--- src/rtl/cache_axi_pkg.sv ---
// Shared constants and state encoding for the cache-line AXI controller.
// AXI burst attributes are fixed for a full-line transfer.
package cache_axi_pkg;

   localparam int ADDR_WIDTH       = 32;
   localparam int AXI_DATA_WIDTH   = 32;
   localparam int FIFO_WIDTH       = 512;
   localparam int BEATS            = FIFO_WIDTH / AXI_DATA_WIDTH;
   localparam int LINE_OFFSET_BITS = $clog2(FIFO_WIDTH / 8);

   localparam logic [7:0] AXI_LEN        = 8'(BEATS - 1);
   localparam logic [2:0] AXI_SIZE       = 3'($clog2(AXI_DATA_WIDTH / 8));
   localparam logic [1:0] AXI_BURST_INCR = 2'b01;

   localparam logic [1:0] AXI_RESP_OKAY   = 2'b00;
   localparam logic [1:0] AXI_RESP_EXOKAY = 2'b01;
   localparam logic [1:0] AXI_RESP_SLVERR = 2'b10;
   localparam logic [1:0] AXI_RESP_DECERR = 2'b11;

   typedef enum logic [2:0] {
      S_IDLE,
      S_WB_AW,
      S_WB_W,
      S_WB_B,
      S_RD_AR,
      S_RD_R,
      S_DONE
   } t_line_state;

   // SLVERR and DECERR both carry resp[1]; decode the full code so every bit is used.
   function automatic logic resp_is_err(input logic [1:0] resp);
      return (resp == AXI_RESP_SLVERR) || (resp == AXI_RESP_DECERR);
   endfunction

endpackage

--- src/rtl/cache_line_axi_ctrl_if.sv ---
// AXI handshake/address/response signals between the line controller (master)
// and the AXI port (slave). Data buses are wired to the FIFO outside this bundle.
interface cache_line_axi_ctrl_if #(
   parameter int ADDR_WIDTH = 32
);
   logic                  awvalid;
   logic                  awready;
   logic [ADDR_WIDTH-1:0] awaddr;
   logic [7:0]            awlen;
   logic [2:0]            awsize;
   logic [1:0]            awburst;

   logic                  wvalid;
   logic                  wready;
   logic                  wlast;

   logic                  bvalid;
   logic                  bready;
   logic [1:0]            bresp;

   logic                  arvalid;
   logic                  arready;
   logic [ADDR_WIDTH-1:0] araddr;
   logic [7:0]            arlen;
   logic [2:0]            arsize;
   logic [1:0]            arburst;

   logic                  rvalid;
   logic                  rready;
   logic [1:0]            rresp;

   modport master (
      output awvalid, awaddr, awlen, awsize, awburst,
      input  awready,
      output wvalid, wlast,
      input  wready,
      input  bvalid, bresp,
      output bready,
      output arvalid, araddr, arlen, arsize, arburst,
      input  arready,
      input  rvalid, rresp,
      output rready
   );

   modport slave (
      input  awvalid, awaddr, awlen, awsize, awburst,
      output awready,
      input  wvalid, wlast,
      output wready,
      output bvalid, bresp,
      input  bready,
      input  arvalid, araddr, arlen, arsize, arburst,
      output arready,
      output rvalid, rresp,
      input  rready
   );

endinterface

--- src/rtl/cache_line_axi_ctrl_beat_counter.sv ---
// Burst beat counter: cleared on the address handshake, bumped per data beat,
// flags the final beat of a line.
module beat_counter #(
   parameter int BEATS = 16
) (
   input  logic clk,
   input  logic arst,
   input  logic i_clear,
   input  logic i_inc,
   output logic o_last
);

   localparam int W = (BEATS > 1) ? $clog2(BEATS) : 1;

   logic [W-1:0] cnt_q, cnt_d;

   always_comb begin
      cnt_d = cnt_q;
      if (i_clear)
         cnt_d = '0;
      else if (i_inc)
         cnt_d = cnt_q + W'(1);
   end

   always_ff @(posedge clk or posedge arst) begin
      if (arst)
         cnt_q <= '0;
      else
         cnt_q <= cnt_d;
   end

   assign o_last = (cnt_q == W'(BEATS - 1));

endmodule

--- src/rtl/cache_line_axi_ctrl.sv ---
// Sequences the cache-line shift FIFO against one AXI burst per operation:
// dirty write-back (FIFO -> W) has priority over line fill (R -> FIFO).
module cache_line_axi_ctrl
   import cache_axi_pkg::*;
#(
   parameter int ADDR_WIDTH     = 32,
   parameter int AXI_DATA_WIDTH = 32,
   parameter int FIFO_WIDTH     = 512
) (
   input  logic                  clk,
   input  logic                  arst,
   input  logic                  i_wb_req,
   input  logic                  i_fill_req,
   input  logic [ADDR_WIDTH-1:0] i_addr,
   output logic                  o_busy,
   output logic                  o_done,
   output logic                  o_error,
   output logic                  o_fifo_write_en,
   output logic                  o_fifo_start_read,
   output logic                  o_fifo_start_write,
   cache_line_axi_ctrl_if.master axi
);

   localparam int N_BEATS  = FIFO_WIDTH / AXI_DATA_WIDTH;
   localparam int OFF_BITS = $clog2(FIFO_WIDTH / 8);
   localparam logic [ADDR_WIDTH-1:0] OFF_MASK = ADDR_WIDTH'((64'd1 << OFF_BITS) - 64'd1);

   t_line_state           state_q, state_d;
   logic [ADDR_WIDTH-1:0] addr_q, addr_d;
   logic                  err_q, err_d;
   logic                  op_wb_q, op_wb_d;

   logic cnt_clr, cnt_inc, cnt_last;
   logic awvalid, wvalid, wlast, bready, arvalid, rready;
   logic write_en, start_read, start_write, done;

   beat_counter #(.BEATS(N_BEATS)) u_beat_cnt (
      .clk     (clk),
      .arst    (arst),
      .i_clear (cnt_clr),
      .i_inc   (cnt_inc),
      .o_last  (cnt_last)
   );

   always_comb begin
      state_d     = state_q;
      addr_d      = addr_q;
      err_d       = err_q;
      op_wb_d     = op_wb_q;
      cnt_clr     = 1'b0;
      cnt_inc     = 1'b0;
      awvalid     = 1'b0;
      wvalid      = 1'b0;
      wlast       = 1'b0;
      bready      = 1'b0;
      arvalid     = 1'b0;
      rready      = 1'b0;
      write_en    = 1'b0;
      start_read  = 1'b0;
      start_write = 1'b0;
      done        = 1'b0;

      unique case (state_q)
         S_IDLE: begin
            // Start flags low here lets the FIFO parallel-load the line each cycle.
            if (i_wb_req) begin
               addr_d  = i_addr & ~OFF_MASK;
               err_d   = 1'b0;
               op_wb_d = 1'b1;
               state_d = S_WB_AW;
            end else if (i_fill_req) begin
               addr_d  = i_addr & ~OFF_MASK;
               err_d   = 1'b0;
               op_wb_d = 1'b0;
               state_d = S_RD_AR;
            end
         end
         S_WB_AW: begin
            start_write = 1'b1;
            awvalid     = 1'b1;
            if (axi.awready) begin
               cnt_clr = 1'b1;
               state_d = S_WB_W;
            end
         end
         S_WB_W: begin
            start_write = 1'b1;
            wvalid      = 1'b1;
            wlast       = cnt_last;
            if (axi.wready) begin
               write_en = 1'b1;
               cnt_inc  = 1'b1;
               if (cnt_last)
                  state_d = S_WB_B;
            end
         end
         S_WB_B: begin
            start_write = 1'b1;
            bready      = 1'b1;
            if (axi.bvalid) begin
               err_d   = err_q | resp_is_err(axi.bresp);
               state_d = S_DONE;
            end
         end
         S_RD_AR: begin
            start_read = 1'b1;
            arvalid    = 1'b1;
            if (axi.arready) begin
               cnt_clr = 1'b1;
               state_d = S_RD_R;
            end
         end
         S_RD_R: begin
            start_read = 1'b1;
            rready     = 1'b1;
            write_en   = axi.rvalid;
            if (axi.rvalid) begin
               err_d   = err_q | resp_is_err(axi.rresp);
               cnt_inc = 1'b1;
               if (cnt_last)
                  state_d = S_DONE;
            end
         end
         S_DONE: begin
            // Hold the finished op's mode so the line is stable while it is captured.
            done        = 1'b1;
            start_write = op_wb_q;
            start_read  = ~op_wb_q;
            state_d     = S_IDLE;
         end
         default: state_d = S_IDLE;
      endcase
   end

   always_ff @(posedge clk or posedge arst) begin
      if (arst) begin
         state_q <= S_IDLE;
         addr_q  <= '0;
         err_q   <= 1'b0;
         op_wb_q <= 1'b0;
      end else begin
         state_q <= state_d;
         addr_q  <= addr_d;
         err_q   <= err_d;
         op_wb_q <= op_wb_d;
      end
   end

   assign o_busy             = (state_q != S_IDLE);
   assign o_done             = done;
   assign o_error            = err_q;
   assign o_fifo_write_en    = write_en;
   assign o_fifo_start_read  = start_read;
   assign o_fifo_start_write = start_write;

   assign axi.awvalid = awvalid;
   assign axi.awaddr  = addr_q;
   assign axi.awlen   = AXI_LEN;
   assign axi.awsize  = AXI_SIZE;
   assign axi.awburst = AXI_BURST_INCR;
   assign axi.wvalid  = wvalid;
   assign axi.wlast   = wlast;
   assign axi.bready  = bready;
   assign axi.arvalid = arvalid;
   assign axi.araddr  = addr_q;
   assign axi.arlen   = AXI_LEN;
   assign axi.arsize  = AXI_SIZE;
   assign axi.arburst = AXI_BURST_INCR;
   assign axi.rready  = rready;

endmodule

--- src/flat_wrapper.sv ---
// flat-port wrapper written by rule: the top's interface ports become plain ports
module cache_line_axi_ctrl_flat import cache_axi_pkg::*;
#(
   parameter int ADDR_WIDTH     = 32,
   parameter int AXI_DATA_WIDTH = 32,
   parameter int FIFO_WIDTH     = 512
)
  (clk, arst, i_wb_req, i_fill_req, i_addr, o_busy, o_done, o_error, o_fifo_write_en, o_fifo_start_read, o_fifo_start_write, axi_awvalid, axi_awaddr, axi_awlen, axi_awsize, axi_awburst, axi_awready, axi_wvalid, axi_wlast, axi_wready, axi_bvalid, axi_bresp, axi_bready, axi_arvalid, axi_araddr, axi_arlen, axi_arsize, axi_arburst, axi_arready, axi_rvalid, axi_rresp, axi_rready);
  cache_line_axi_ctrl_if #(.ADDR_WIDTH(ADDR_WIDTH)) axi_i ();
  input  logic clk;
  input  logic arst;
  input  logic i_wb_req;
  input  logic i_fill_req;
  input  logic [ADDR_WIDTH-1:0] i_addr;
  output logic o_busy;
  output logic o_done;
  output logic o_error;
  output logic o_fifo_write_en;
  output logic o_fifo_start_read;
  output logic o_fifo_start_write;
  output wire logic [$bits(axi_i.awvalid)-1:0] axi_awvalid;
  output wire logic [$bits(axi_i.awaddr)-1:0] axi_awaddr;
  output wire logic [$bits(axi_i.awlen)-1:0] axi_awlen;
  output wire logic [$bits(axi_i.awsize)-1:0] axi_awsize;
  output wire logic [$bits(axi_i.awburst)-1:0] axi_awburst;
  input wire logic [$bits(axi_i.awready)-1:0] axi_awready;
  output wire logic [$bits(axi_i.wvalid)-1:0] axi_wvalid;
  output wire logic [$bits(axi_i.wlast)-1:0] axi_wlast;
  input wire logic [$bits(axi_i.wready)-1:0] axi_wready;
  input wire logic [$bits(axi_i.bvalid)-1:0] axi_bvalid;
  input wire logic [$bits(axi_i.bresp)-1:0] axi_bresp;
  output wire logic [$bits(axi_i.bready)-1:0] axi_bready;
  output wire logic [$bits(axi_i.arvalid)-1:0] axi_arvalid;
  output wire logic [$bits(axi_i.araddr)-1:0] axi_araddr;
  output wire logic [$bits(axi_i.arlen)-1:0] axi_arlen;
  output wire logic [$bits(axi_i.arsize)-1:0] axi_arsize;
  output wire logic [$bits(axi_i.arburst)-1:0] axi_arburst;
  input wire logic [$bits(axi_i.arready)-1:0] axi_arready;
  input wire logic [$bits(axi_i.rvalid)-1:0] axi_rvalid;
  input wire logic [$bits(axi_i.rresp)-1:0] axi_rresp;
  output wire logic [$bits(axi_i.rready)-1:0] axi_rready;
  assign axi_awvalid = axi_i.awvalid;
  assign axi_awaddr = axi_i.awaddr;
  assign axi_awlen = axi_i.awlen;
  assign axi_awsize = axi_i.awsize;
  assign axi_awburst = axi_i.awburst;
  assign axi_i.awready = axi_awready;
  assign axi_wvalid = axi_i.wvalid;
  assign axi_wlast = axi_i.wlast;
  assign axi_i.wready = axi_wready;
  assign axi_i.bvalid = axi_bvalid;
  assign axi_i.bresp = axi_bresp;
  assign axi_bready = axi_i.bready;
  assign axi_arvalid = axi_i.arvalid;
  assign axi_araddr = axi_i.araddr;
  assign axi_arlen = axi_i.arlen;
  assign axi_arsize = axi_i.arsize;
  assign axi_arburst = axi_i.arburst;
  assign axi_i.arready = axi_arready;
  assign axi_i.rvalid = axi_rvalid;
  assign axi_i.rresp = axi_rresp;
  assign axi_rready = axi_i.rready;
  cache_line_axi_ctrl #(.ADDR_WIDTH(ADDR_WIDTH), .AXI_DATA_WIDTH(AXI_DATA_WIDTH), .FIFO_WIDTH(FIFO_WIDTH)) u_core (.clk(clk), .arst(arst), .i_wb_req(i_wb_req), .i_fill_req(i_fill_req), .i_addr(i_addr), .o_busy(o_busy), .o_done(o_done), .o_error(o_error), .o_fifo_write_en(o_fifo_write_en), .o_fifo_start_read(o_fifo_start_read), .o_fifo_start_write(o_fifo_start_write), .axi(axi_i));
endmodule
--- config.mk ---
export PLATFORM = sky130hd
export DESIGN_NAME = cache_line_axi_ctrl_flat
export DESIGN_NICKNAME = d
export VERILOG_FILES = /design/src/rtl/cache_axi_pkg.sv /design/src/rtl/cache_line_axi_ctrl_if.sv /design/src/rtl/cache_line_axi_ctrl_beat_counter.sv /design/src/rtl/cache_line_axi_ctrl.sv /design/src/flat_wrapper.sv
export SDC_FILE = /design/constraint.sdc
export NUM_CORES = 1
export LEC_CHECK = 0
export CAP_MARGIN = 40
export CORE_MARGIN = 4
export CORE_UTILIZATION = 35
export DETAILED_ROUTE_END_ITERATION = 10
export PLACE_DENSITY = 0.8
export RECOVER_POWER = 25
export SYNTH_ARGS = -nofsm -noshare
export SYNTH_HDL_FRONTEND = slang
export SYNTH_SLANG_ARGS = --single-unit
--- constraint.sdc ---
create_clock -name clk -period 3.9 [get_ports clk]
set_input_delay 0.78 -clock clk [delete_from_list [all_inputs] [get_ports clk]]
set_output_delay 0.78 -clock clk [all_outputs]
set_load 0.05 [all_outputs]
==> results by group <==
Synthesis
  • Avg Cell Area, Syn: 10.74 sq um
  • Netlist cell types: 37
  • Syn. warnings: 0
  • Post-synth EDFFs: 0
  • Post-synth ARST share: 100.0%
  • Post-Syn Area: 0.002116 sq mm
  • Flops & latches, synth: 35
  • Register area share after synthesis: 41.40%
  • Top cells by area, synth: dfrtp_1 (41%), buf_4 (23%), mux2_2 (14%), o21ai_0 (1.7%), buf_8 (1.4%)
  • Syn Inst Count: 197
  • Synth top area share: 41.40%
  • Largest area contributor in the netlist: dfrtp_1
  • Main synth FF type: dfrtp_1

Worst setup path
  • Critical Path Source Type: primary input
  • Crit path arrival time: 2.63 ns
  • Worst setup path class: in2out
  • Required @ worst endpoint: 3.12 ns
  • Worst Path Max Fanout: 5
  • CP Capture Type: output pin

GRT
  • Largest net degree at the start of global routing: 36
  • Total Routing Usage GR: 11.40%
  • Initial antenna violation count: 0
  • Vias in the first global route: 1534
  • GRT overflow: 0
  • Global-route wire length before repair: 6844 microns

Place
  • GP Congestion: 0.7388
  • DP Cell Count: 339
  • I/O Buffers: 100
  • Post-DP HPWL: 3337 microns
  • Placed cell areas: 0.002834 sq mm

Clock tree
  • Hold buffers post-CTS: 0
  • Clk sinks: 35
  • CTS max path bufs: 2
  • Worst-skew pair later-pin latency: 0.28 ns
  • Clk pin slew, worst setup/hold paths: 0.07 ns
  • CTS root buf: clkbuf_8
  • Post-CTS Setup Bufs: 0
  • H-tree Lvls: 2
  • TritonCTS clock tree: built
  • Total CTS buffers: 5
  • CTS-repair resized insts: 0

Timing
  • Tcrit/Tclk final: 87.51%
  • Clk_skew: 0.009161 ns
  • Relative slew slack: -26.92%
  • RSZ-0062 raised after global routing: no
  • Tmin final: 3.413 ns
  • Final Hold Vio Count: 0
  • Final-report setup violation count: 0
  • Worst Max-Slew Pin Slew: 1.904 ns
  • Setup_tns: 0 ns
  • Slew Limit Fails: 36
  • Max Clk Rate: 0.2930 GHz

Finish
  • Layout cells sized above 1: 13.97%
  • Final non-filler cell total: 347
  • Synth-to-Final Area Change: 40.21%
  • Nets: 317
  • Final core occ: 50.40%
  • Final instance area: 0.002967 sq mm
  • Antenna Cells: 0

Floorplan
  • Rows: 28
  • Top-Level Pins: 147
  • Die Span X: 85.75 microns
  • Die ar.: 0.007353 sq mm
  • Die Ht: 85.75 microns
  • Area of the core: 0.005886 sq mm
  • Starting Density: 35.95%

Routing
  • Routed len/inst: 12.54 microns
  • Via Count: 1506
  • Drt total wl: 4350 microns
  • Top Layer Used: met4
  • Drt first-iter violations: 56
  • Met1 wire length: 1696 microns
  • Via density: 4.340
  • # DRC: 0
  • Met2 WL: 2278 microns
  • Met3 wire length: 333 microns
  • Routed Antenna Nets: 0
  • Pre-antenna DRT Iters: 4

Job
  • Max Cap Violations: 1

Min path
  • Hold/Removal Path Class: reg2reg

Run status
  • Run status: complete, but fails checks
  • Failing checks: max-capacitance violations, max-slew violations
[layout by cell type, fill, tap and decap left out, types with 2 or more instances in the layout]
| cell | synthesis | layout |
|---|---|---|
| clkdlybuf4s50_1 | 0 | 99 |
| conb_1 | 2 | 38 |
| dfrtp_1 | 35 | 35 |
| mux2_2 | 27 | 27 |
| nor2_1 | 8 | 8 |
| o21ai_0 | 7 | 7 |
| inv_1 | 5 | 5 |
| clkbuf_8 | 0 | 5 |
| nand3_1 | 4 | 4 |
| a21oi_1 | 4 | 4 |
| a31oi_1 | 3 | 3 |
| nor3b_1 | 2 | 2 |
| nand2b_1 | 2 | 2 |
| or3_1 | 2 | 2 |
| mux2i_1 | 2 | 2 |
| nand2_1 | 2 | 2 |
| nor2b_1 | 2 | 2 |
| nand3b_1 | 2 | 2 |
| xor2_1 | 2 | 2 |
| bufinv_16 | 0 | 2 |
[critical path: stages]
cell and delay (ns):
clkdlybuf4s50_1 0.48, nor4bb_1 0.32, nor2_1 0.17, inv_1 0.08, clkdlybuf4s50_1 0.79
[path summary, 6_finish.rpt]
check                                            from               endpoint  slack (ns)  depth (start not counted)
worst min-delay path            u_core.axi.araddr[22]  u_core.axi.araddr[22]        0.53                          1
worst max-delay path                       axi_wready        o_fifo_write_en        0.49                          5
worst min register to register  u_core.axi.araddr[22]  u_core.axi.araddr[22]        0.53                          1
min in group asynchronous                        arst  u_core.axi.araddr[20]        1.62                          3
max in group asynchronous                        arst      u_core.state_q[2]        1.19                          3
worst max register to register      u_core.state_q[0]  u_core.axi.araddr[20]        1.97                          4
[logic make-up after synthesis]
logic type               synth area share (%)
AO/OA/AOI/OAI                           5.737
XOR/XNOR                               0.8281
adder cells (fa/ha/maj)                0.5913
buffers and inverters                   26.38
flip-flops                              41.40
multiplexers                            15.32
other                                  0.3550
AND/OR/NAND/NOR                         9.403
[metal layers]
layer  vias to the layer above  track usage, %
met5                         -               0
met4                         0           3.022
met3                         6           3.554
met2                        71           20.34
met1                       718           13.17
li1                        711               -
[state kept, by name, indices dropped and copies added (netlist names)]
signal and cells:
u_core.u_beat_cnt.cnt_q 4, u_core.state_q 3, u_core.o_error 1, u_core.op_wb_q 1
u_core.axi.araddr 26
[stage by stage]
step / setup slack (ns) / hold WS (ns)
2_1_floorplan: 0.4600 / 0.4998
3_3_place_gp: 0.4490 / 0.5093
3_5_place_dp: 0.4655 / 0.5170
4_1_cts: 0.4660 / 0.5395
5_1_grt: 0.3624 / 0.5567
6_report: 0.4869 / 0.5335
[cells in the mapped netlist, types with 2 or more instances]
cell type,number
o21ai_0,7
conb_1,2
mux2i_1,2
buf_2,2
clkbuf_1,2
nand3b_1,2
nor2_1,8
nand3_1,4
mux2_2,27
a31oi_1,3
inv_1,5
a21oi_1,4
nand2_1,2
dfrtp_1,35
buf_4,64
xor2_1,2
nor3b_1,2
nand2b_1,2
nor2b_1,2
or3_1,2
buf_8,2
[cell type report]
class	count	area, sq um
fill	549	2919
timing repair buffer	102	1025
sequential	35	875.8
multi-input combinational	122	817.0
tap	75	93.84
clock buffer	5	68.82
clock inverter	3	67.56
inverter	5	18.77
Power is left out: the tool's default activity adds up to more than one toggle a clock period on the data nets, which glitch-free logic cannot reach.
